File: src/rtl/slave_port.sv
// slave_port: serial-bus responder; decodes the device select, deserialises address/write data,
// performs one local memory access and serialises read data back to the initiator.
module slave_port #(
    parameter logic [5:0] DEV_ID   = 6'b000001,
    parameter bit         SPLIT_EN = 1'b1
) (
    input  logic       clk,
    input  logic       rstn,
    input  logic       mode,
    input  logic       wr_bus,
    output logic       rd_bus,
    output logic       ack,
    input  logic       master_valid,
    output logic       slave_ready,
    input  logic       master_ready,
    output logic       slave_valid,
    output logic       split,
    output logic [9:0] s_addr,
    output logic [7:0] s_wr_data,
    output logic       s_wr_en,
    output logic       s_rd_en,
    input  logic [7:0] s_rd_data,
    input  logic       s_rd_valid
);
    typedef enum logic [2:0] {IDLE, ADDR_SEL, ADDR_LO, WDATA, WRITE, RD_WAIT, RDATA, IGNORE} state_t;

    state_t     state, state_n;
    logic       t_mode, rd_first, wr_xfer, rd_xfer, sel_hit, rd_done;
    logic [3:0] bit_cnt;
    logic [4:0] sel_sr;
    logic [7:0] wdata_sr, rd_sr;

    assign slave_ready = state inside {ADDR_SEL, ADDR_LO, WDATA};
    assign slave_valid = state == RDATA;
    assign wr_xfer     = master_valid & slave_ready;
    assign rd_xfer     = slave_valid & master_ready;
    assign sel_hit     = {sel_sr, wr_bus} == DEV_ID;
    assign ack         = state == ADDR_SEL && bit_cnt == 4'd5 && master_valid && sel_hit;
    assign split       = SPLIT_EN && state == RD_WAIT;
    assign rd_bus      = rd_sr[7];
    assign s_wr_en     = state == WRITE;
    assign s_wr_data   = wdata_sr;
    assign s_rd_en     = rd_first;
    // data arriving alongside the read strobe is too early to be a response
    assign rd_done     = state == RD_WAIT && s_rd_valid && !rd_first;

    always_comb begin
        state_n = state;
        case (state)
            IDLE:     state_n = master_valid ? ADDR_SEL : IDLE;
            ADDR_SEL: state_n = !master_valid ? IDLE : bit_cnt == 4'd5 ? (sel_hit ? ADDR_LO : IGNORE) : ADDR_SEL;
            ADDR_LO:  state_n = !master_valid ? IDLE : bit_cnt == 4'd9 ? (t_mode ? WDATA : RD_WAIT) : ADDR_LO;
            WDATA:    state_n = !master_valid ? IDLE : bit_cnt == 4'd7 ? WRITE : WDATA;
            RD_WAIT:  state_n = rd_done ? RDATA : RD_WAIT;
            RDATA:    state_n = rd_xfer && bit_cnt == 4'd7 ? IDLE : RDATA;
            IGNORE:   state_n = master_valid ? IGNORE : IDLE;
            default:  state_n = IDLE;
        endcase
    end

    always_ff @(posedge clk or negedge rstn) begin
        if (!rstn) state <= IDLE;
        else       state <= state_n;
    end

    always_ff @(posedge clk or negedge rstn) begin
        if (!rstn) begin
            t_mode   <= 1'b0;
            rd_first <= 1'b0;
            bit_cnt  <= '0;
            sel_sr   <= '0;
            s_addr   <= '0;
            wdata_sr <= '0;
            rd_sr    <= '0;
        end else begin
            t_mode   <= state == IDLE && master_valid ? mode : t_mode;
            rd_first <= state_n == RD_WAIT && state != RD_WAIT;
            bit_cnt  <= state_n != state ? 4'd0 : bit_cnt + 4'(wr_xfer | rd_xfer);
            if (wr_xfer && state == ADDR_SEL) sel_sr <= {sel_sr[3:0], wr_bus};
            if (wr_xfer && state == ADDR_LO) s_addr <= {s_addr[8:0], wr_bus};
            if (wr_xfer && state == WDATA) wdata_sr <= {wdata_sr[6:0], wr_bus};
            if (rd_done) rd_sr <= s_rd_data;
            else if (rd_xfer) rd_sr <= {rd_sr[6:0], 1'b0};
        end
    end
endmodule

File: config.mk
export PLATFORM = sky130hd
export DESIGN_NAME = slave_port
export DESIGN_NICKNAME = d
export VERILOG_FILES = /design/src/rtl/slave_port.sv
export SDC_FILE = /design/constraint.sdc
export NUM_CORES = 1
export LEC_CHECK = 0
export ABC_AREA = 1
export CORE_MARGIN = 4
export CORE_UTILIZATION = 51
export CTS_CLUSTER_DIAMETER = 40
export DETAILED_ROUTE_END_ITERATION = 10
export GPL_TIMING_DRIVEN = 0
export PLACE_DENSITY = 0.89
export SLEW_MARGIN = 20
export SYNTH_ARGS = -nofsm -noshare
export SYNTH_HDL_FRONTEND = slang
export SYNTH_SLANG_ARGS = --single-unit
File: constraint.sdc
create_clock -name clk -period 2.4 [get_ports clk]
set_clock_uncertainty 0.05 [all_clocks]
set_input_delay 0.36 -clock clk [delete_from_list [all_inputs] [get_ports clk]]
set_output_delay 0.36 -clock clk [all_outputs]
set_load 0.005 [all_outputs]
**Word-level counts from Yosys, hierarchy flattened**

Index checks and enable logic that the tools add are counted.

- Input port bits: 15
- Register bits after elaboration: 40

- Bitwise operators: 3
- Multiplexer cells: 16
- Equality and inequality tests: 14
- Reduce and logical (&&, ||, !) cells: 15
- Add/subtract/negate cells: 1

Operators by type and width:

| kind | number |
|---|---|
| 2-to-1 mux 3 bit | 10 |
| case mux 3 bit (7 select lines) | 1 |
| 2-to-1 mux 8 bit | 2 |
| equality test 3 bit, second input constant | 5 |
| logical AND 1 bit | 11 |
| equality test 4 x 3 -> 1 bit, second input constant | 2 |
| equality test 3 x 2 -> 1 bit, second input constant | 2 |
| equality test 6 x 1 -> 1 bit, second input constant | 1 |
| adder 4 x 1 -> 4 bit | 1 |
| equality test 4 bit, second input constant | 1 |
| 2-to-1 mux 4 bit | 1 |
| equality test 3 x 1 -> 1 bit, second input constant | 1 |
| logical NOT 3 bit | 1 |
| inequality test 3 bit | 1 |
| inequality test 3 bit, second input constant | 1 |
| nonzero test 3 bit | 1 |
| AND 1 bit | 2 |
| 2-to-1 mux 2 bit | 1 |
| nonzero test 2 bit | 1 |
| logical NOT 1 bit | 1 |
| 2-to-1 mux 1 bit | 1 |
| bitwise OR 1 bit | 1 |

**Logic depth before layout (Yosys ltp)**

- Depth after elaboration: 7
- Gate-level depth with buffers: 11
- Mapped depth without buffers: 11

**Worst setup path before layout**

Ideal clock, no wire load.

- Kind: flip-flop to flip-flop
- Start: register state[0]
- End: register bit_cnt[2]
- Setup time: 0.080 ns
- Slack: 0.694 ns
- Clock period less this slack: 1.706 ns
- Stages on the path, launching flop included: 10
- Arrival time: 1.576 ns
- Cell sequence: dfrtp_1 > inv_2 > nand2_1 > nor2_2 > nand2_1 > o21ai_0 > ha_1 > ha_1 > xnor2_1 > nor3_2

- Cells in the longest elaborated chain, start to end: 7

RTL lines:

| item | line | text |
|---|---|---|
| start, declared | 27 | `state_t state, state_n;` |
| start signal, assigned | 63 | `else state <= state_n;` |
| equality test 3 bit (*) | 34 | `assign slave_valid = state == RDATA;` |
| net slave_valid | 16 | `output logic slave_valid,` |
| AND 1 bit | 36 | `assign rd_xfer = slave_valid & master_ready;` |
| logical AND 1 bit | 55 | `RDATA: state_n = rd_xfer && bit_cnt == 4'd7 ? IDLE : RDATA;` |
| 2-to-1 mux 3 bit | 55 |  |
| case mux 3 bit (7 select lines) | 49 | `case (state)` |
| inequality test 3 bit | 78 | `bit_cnt <= state_n != state ? 4'd0 : bit_cnt + 4'(wr_xfer \| rd_xfer);` |
| 2-to-1 mux 4 bit (*) | 78 |  |
| end signal, assigned | 78 |  |
| end, declared | 29 | `logic [3:0] bit_cnt;` |

Mark *: on every way through the listed nets, which the timed path passes. The rest lies on a longest branch.
A chain may end at the register's enable or synchronous reset.

**Final worst setup path**

- Start: register state[2]
- End: output ack

- Cells in the longest elaborated chain, start to end: 4

RTL lines:

| item | line | text |
|---|---|---|
| equality test 3 x 1 -> 1 bit | 38 | `assign ack = state == ADDR_SEL && bit_cnt == 4'd5 && master_valid && sel_hit;` |
| logical AND 1 bit (3 in a row) | 38 |  |
| end, declared | 12 | `output logic ack,` |

Every way passes these cells.

==> results.md <==
* Setup crit end kind: output port
* Port buffer count at 39
* GR Overflow Total at 0
* Fin crit period at 2.29 ns
* Setup_tns at 0 ns
* Synth warn at 0
* Drt initial violations at 116
* Post-Syn Instances at 249
* Max frequency at 437 MHz
* Worst setup SP type: flip-flop
* HP Class: flip-flop to flip-flop
* Post-DP HPWL at 3.15 mm
* Final setup margin at 0.111 ns
* Die height at 70.8 um
* Initial antenna violation count at 0
* Synthesized area per cell at 8.09 um2
* Leading cell types in the layout, fill and taps excluded: nand2_1 (74), dfrtp_1 (40), clkdlybuf4s50_1 (37)
* RePlAce Congestion at 0.931
* DRT antenna net count at 0
* Max cap viols at 0
* Clk pin slew, worst setup/hold paths at 0.07 ns
* Post-synthesis sequential element count at 40
* Post-Syn Nets at 266
* Core area at 3740 um2
* Drt first pass iters at 4
* RSZ-0062 raised after global routing: false
* Vias per Instance at 5.10
* Most common cell after layout, fill and taps aside: nand2_1
* CTS Buf Count at 5
* Total GRT Usage at 18.5%
* R2R Path Start: state[0]
* Min-delay src: sel_sr[4]
* Fillers at 304
* Initial Util at 53.8%
* Maximum number of pins on one net before global-route repair at 22
* Max Slew Vio Count at 0
* Relative slew slack at 67.3%
* # diodes at 0
* Worst Tran Pin Value at 0.490 ns
* Pwr Density at 575 nW/um2
* Non-filler cells, final at 346
* Mapped Area at 2010 um2
* Fin area at 2630 um2
* Synth-to-Final Area Change at 30.4%
* Crit Path Max Fanout at 10
* Clock Tree Buf Depth at 2
* DRC at 0
* Worst Setup SP: state[2]
* Top Ports at 40
* CTS sink count at 40
* Die width at 70.8 um
* FP Rows at 22
* Crit path kind: flip-flop to output port
* Vias post-DR at 1764
* Yosys cell types at 20
* Avg WL per Cell at 12.4 um
* Final hold vios at 0
* Final setup fails at 0
* Share of the yosys chip area belonging to registers at 49.7%
* Fraction of layout cells with a size suffix above 1 at 16.1%
* Critical Path AT at 1.88 ns
* CTS tree: done
* Leakage power at 1.33 nW
* Clock root cell: clkbuf_8
* Placed insts at 337
* First-pass GRT wire length at 7.42 mm
* Die Area at 5020 um2
* Tcrit/Tclk final at 95.4%
* Worst-Skew Late Latency at 0.29 ns
* DP Area at 2490 um2
* Pre-CTS setup slack at 0.0261 ns
* CP required at 1.99 ns
* Final nets at 314
* DRT Wirelength at 4.29 mm
* VDD IR max at 0.000368 V
* Htree depth at 2
* Vias in the first global route at 1675
* Status: complete, no violations
==> Yosys cell counts (all sizes together) <==
cell    count  area (um2)
nand2      89         392
dfrtp      40        1000
inv        35         134
o21ai      34         174
nor2       28         156
nand3      12        60.1
nor3        4        40.0
buf         2        10.0
ha          2        25.0
clkbuf      1        3.75
xnor2       1        8.76
xor2        1        8.76
==> through the flow <==
step | util (%) | power, mW | hold WS [ns]
6_report | 70.1 | 1.51 | 0.430
5_1_grt | 70.1 | 1.57 | 0.465
2_1_floorplan | - | 0.854 | 0.0144
3_5_place_dp | 66.4 | 0.928 | 0.297
4_1_cts | 70.1 | 1.52 | 0.433
3_3_place_gp | 65.8 | 0.916 | 0.407
==> critical path, stage by stage (launching register included) <==
cell,delay (ns)
dfrtp_1,0.46
inv_4,0.14
nand2_4,0.11
nor2_8,0.17
inv_1,0.10
nor2_1,0.11
clkdlybuf4s50_1,0.50
==> state kept, by name, summed over array words and instances, names as in the netlist <==
name       count
s_rd_en        1
s_addr        10
bit_cnt        4
sel_sr         5
s_wr_data      8
state          3
t_mode         1
rd_sr          8
==> cell type report <==
type	count	area [um2]	share of cell area (%)
Sequential cell	40	1000	38.1
Multi-Input combinational cell	171	865	32.9
Timing Repair Buffer	41	425	16.2
Inverter	35	134	5.10
Clock buffer	7	96.3	3.67
Tap cell	48	60.1	2.29
Clock inverter	1	30.0	1.14
Buffer	3	13.8	0.524
==> per-layer routing <==
| metal | routed length, um | track usage [%] | share of wire (%) |
|---|---|---|---|
| met1 | 1810 | 22.6 | 42 |
| met2 | 2130 | 31.5 | 50 |
| met3 | 248 | 4.26 | 5.8 |
| met4 | 98 | 7.52 | 2.3 |
| met5 | 0 | 0 | 0 |
==> path summary, 6_finish.rpt <==
kind	endpoint	slack [ns]	depth (start not counted)
hold / removal	sel_sr[4]	0.43	2
setup / recovery	ack	0.11	6
setup reg to reg	bit_cnt[2]	0.40	9
hold reg to reg	sel_sr[4]	0.43	2
max in group asynchronous	bit_cnt[3]	1.33	3
min in group asynchronous	s_addr[9]	0.51	2
==> logic make-up (layout without fill, tap and decap cells) <==
family / count (synthesis) / count (layout) / synth area share [%]
adder cells (fa/ha/maj): 2 / 2 / 1.24
buffers and inverters: 38 / 87 / 7.33
XOR/XNOR: 2 / 2 / 0.870
flip-flops: 40 / 40 / 49.7
AND/OR/NAND/NOR: 133 / 133 / 32.2
AO/OA/AOI/OAI: 34 / 34 / 8.64
==> power breakdown <==
part | switching (mW) | internal, mW | leakage [nW] | total, mW
sequential | 0.0261 | 0.713 | 0.501 | 0.739
combinational | 0.103 | 0.0727 | 0.764 | 0.175
clock | 0.228 | 0.367 | 0.0645 | 0.594
total | 0.356 | 1.15 | 1.33 | 1.51
==> timing repair <==
| item | 4_1_cts | 5_1_grt |
|---|---|---|
| hold buffers | 1 | 0 |
| hold endpoints to repair | 19 | 0 |
| resized for setup | 0 | 1 |
| setup endpoints to repair | 0 | 1 |
| buffers inserted | 0 | 0 |
No activity file was read; power rests on OpenSTA's default activity.
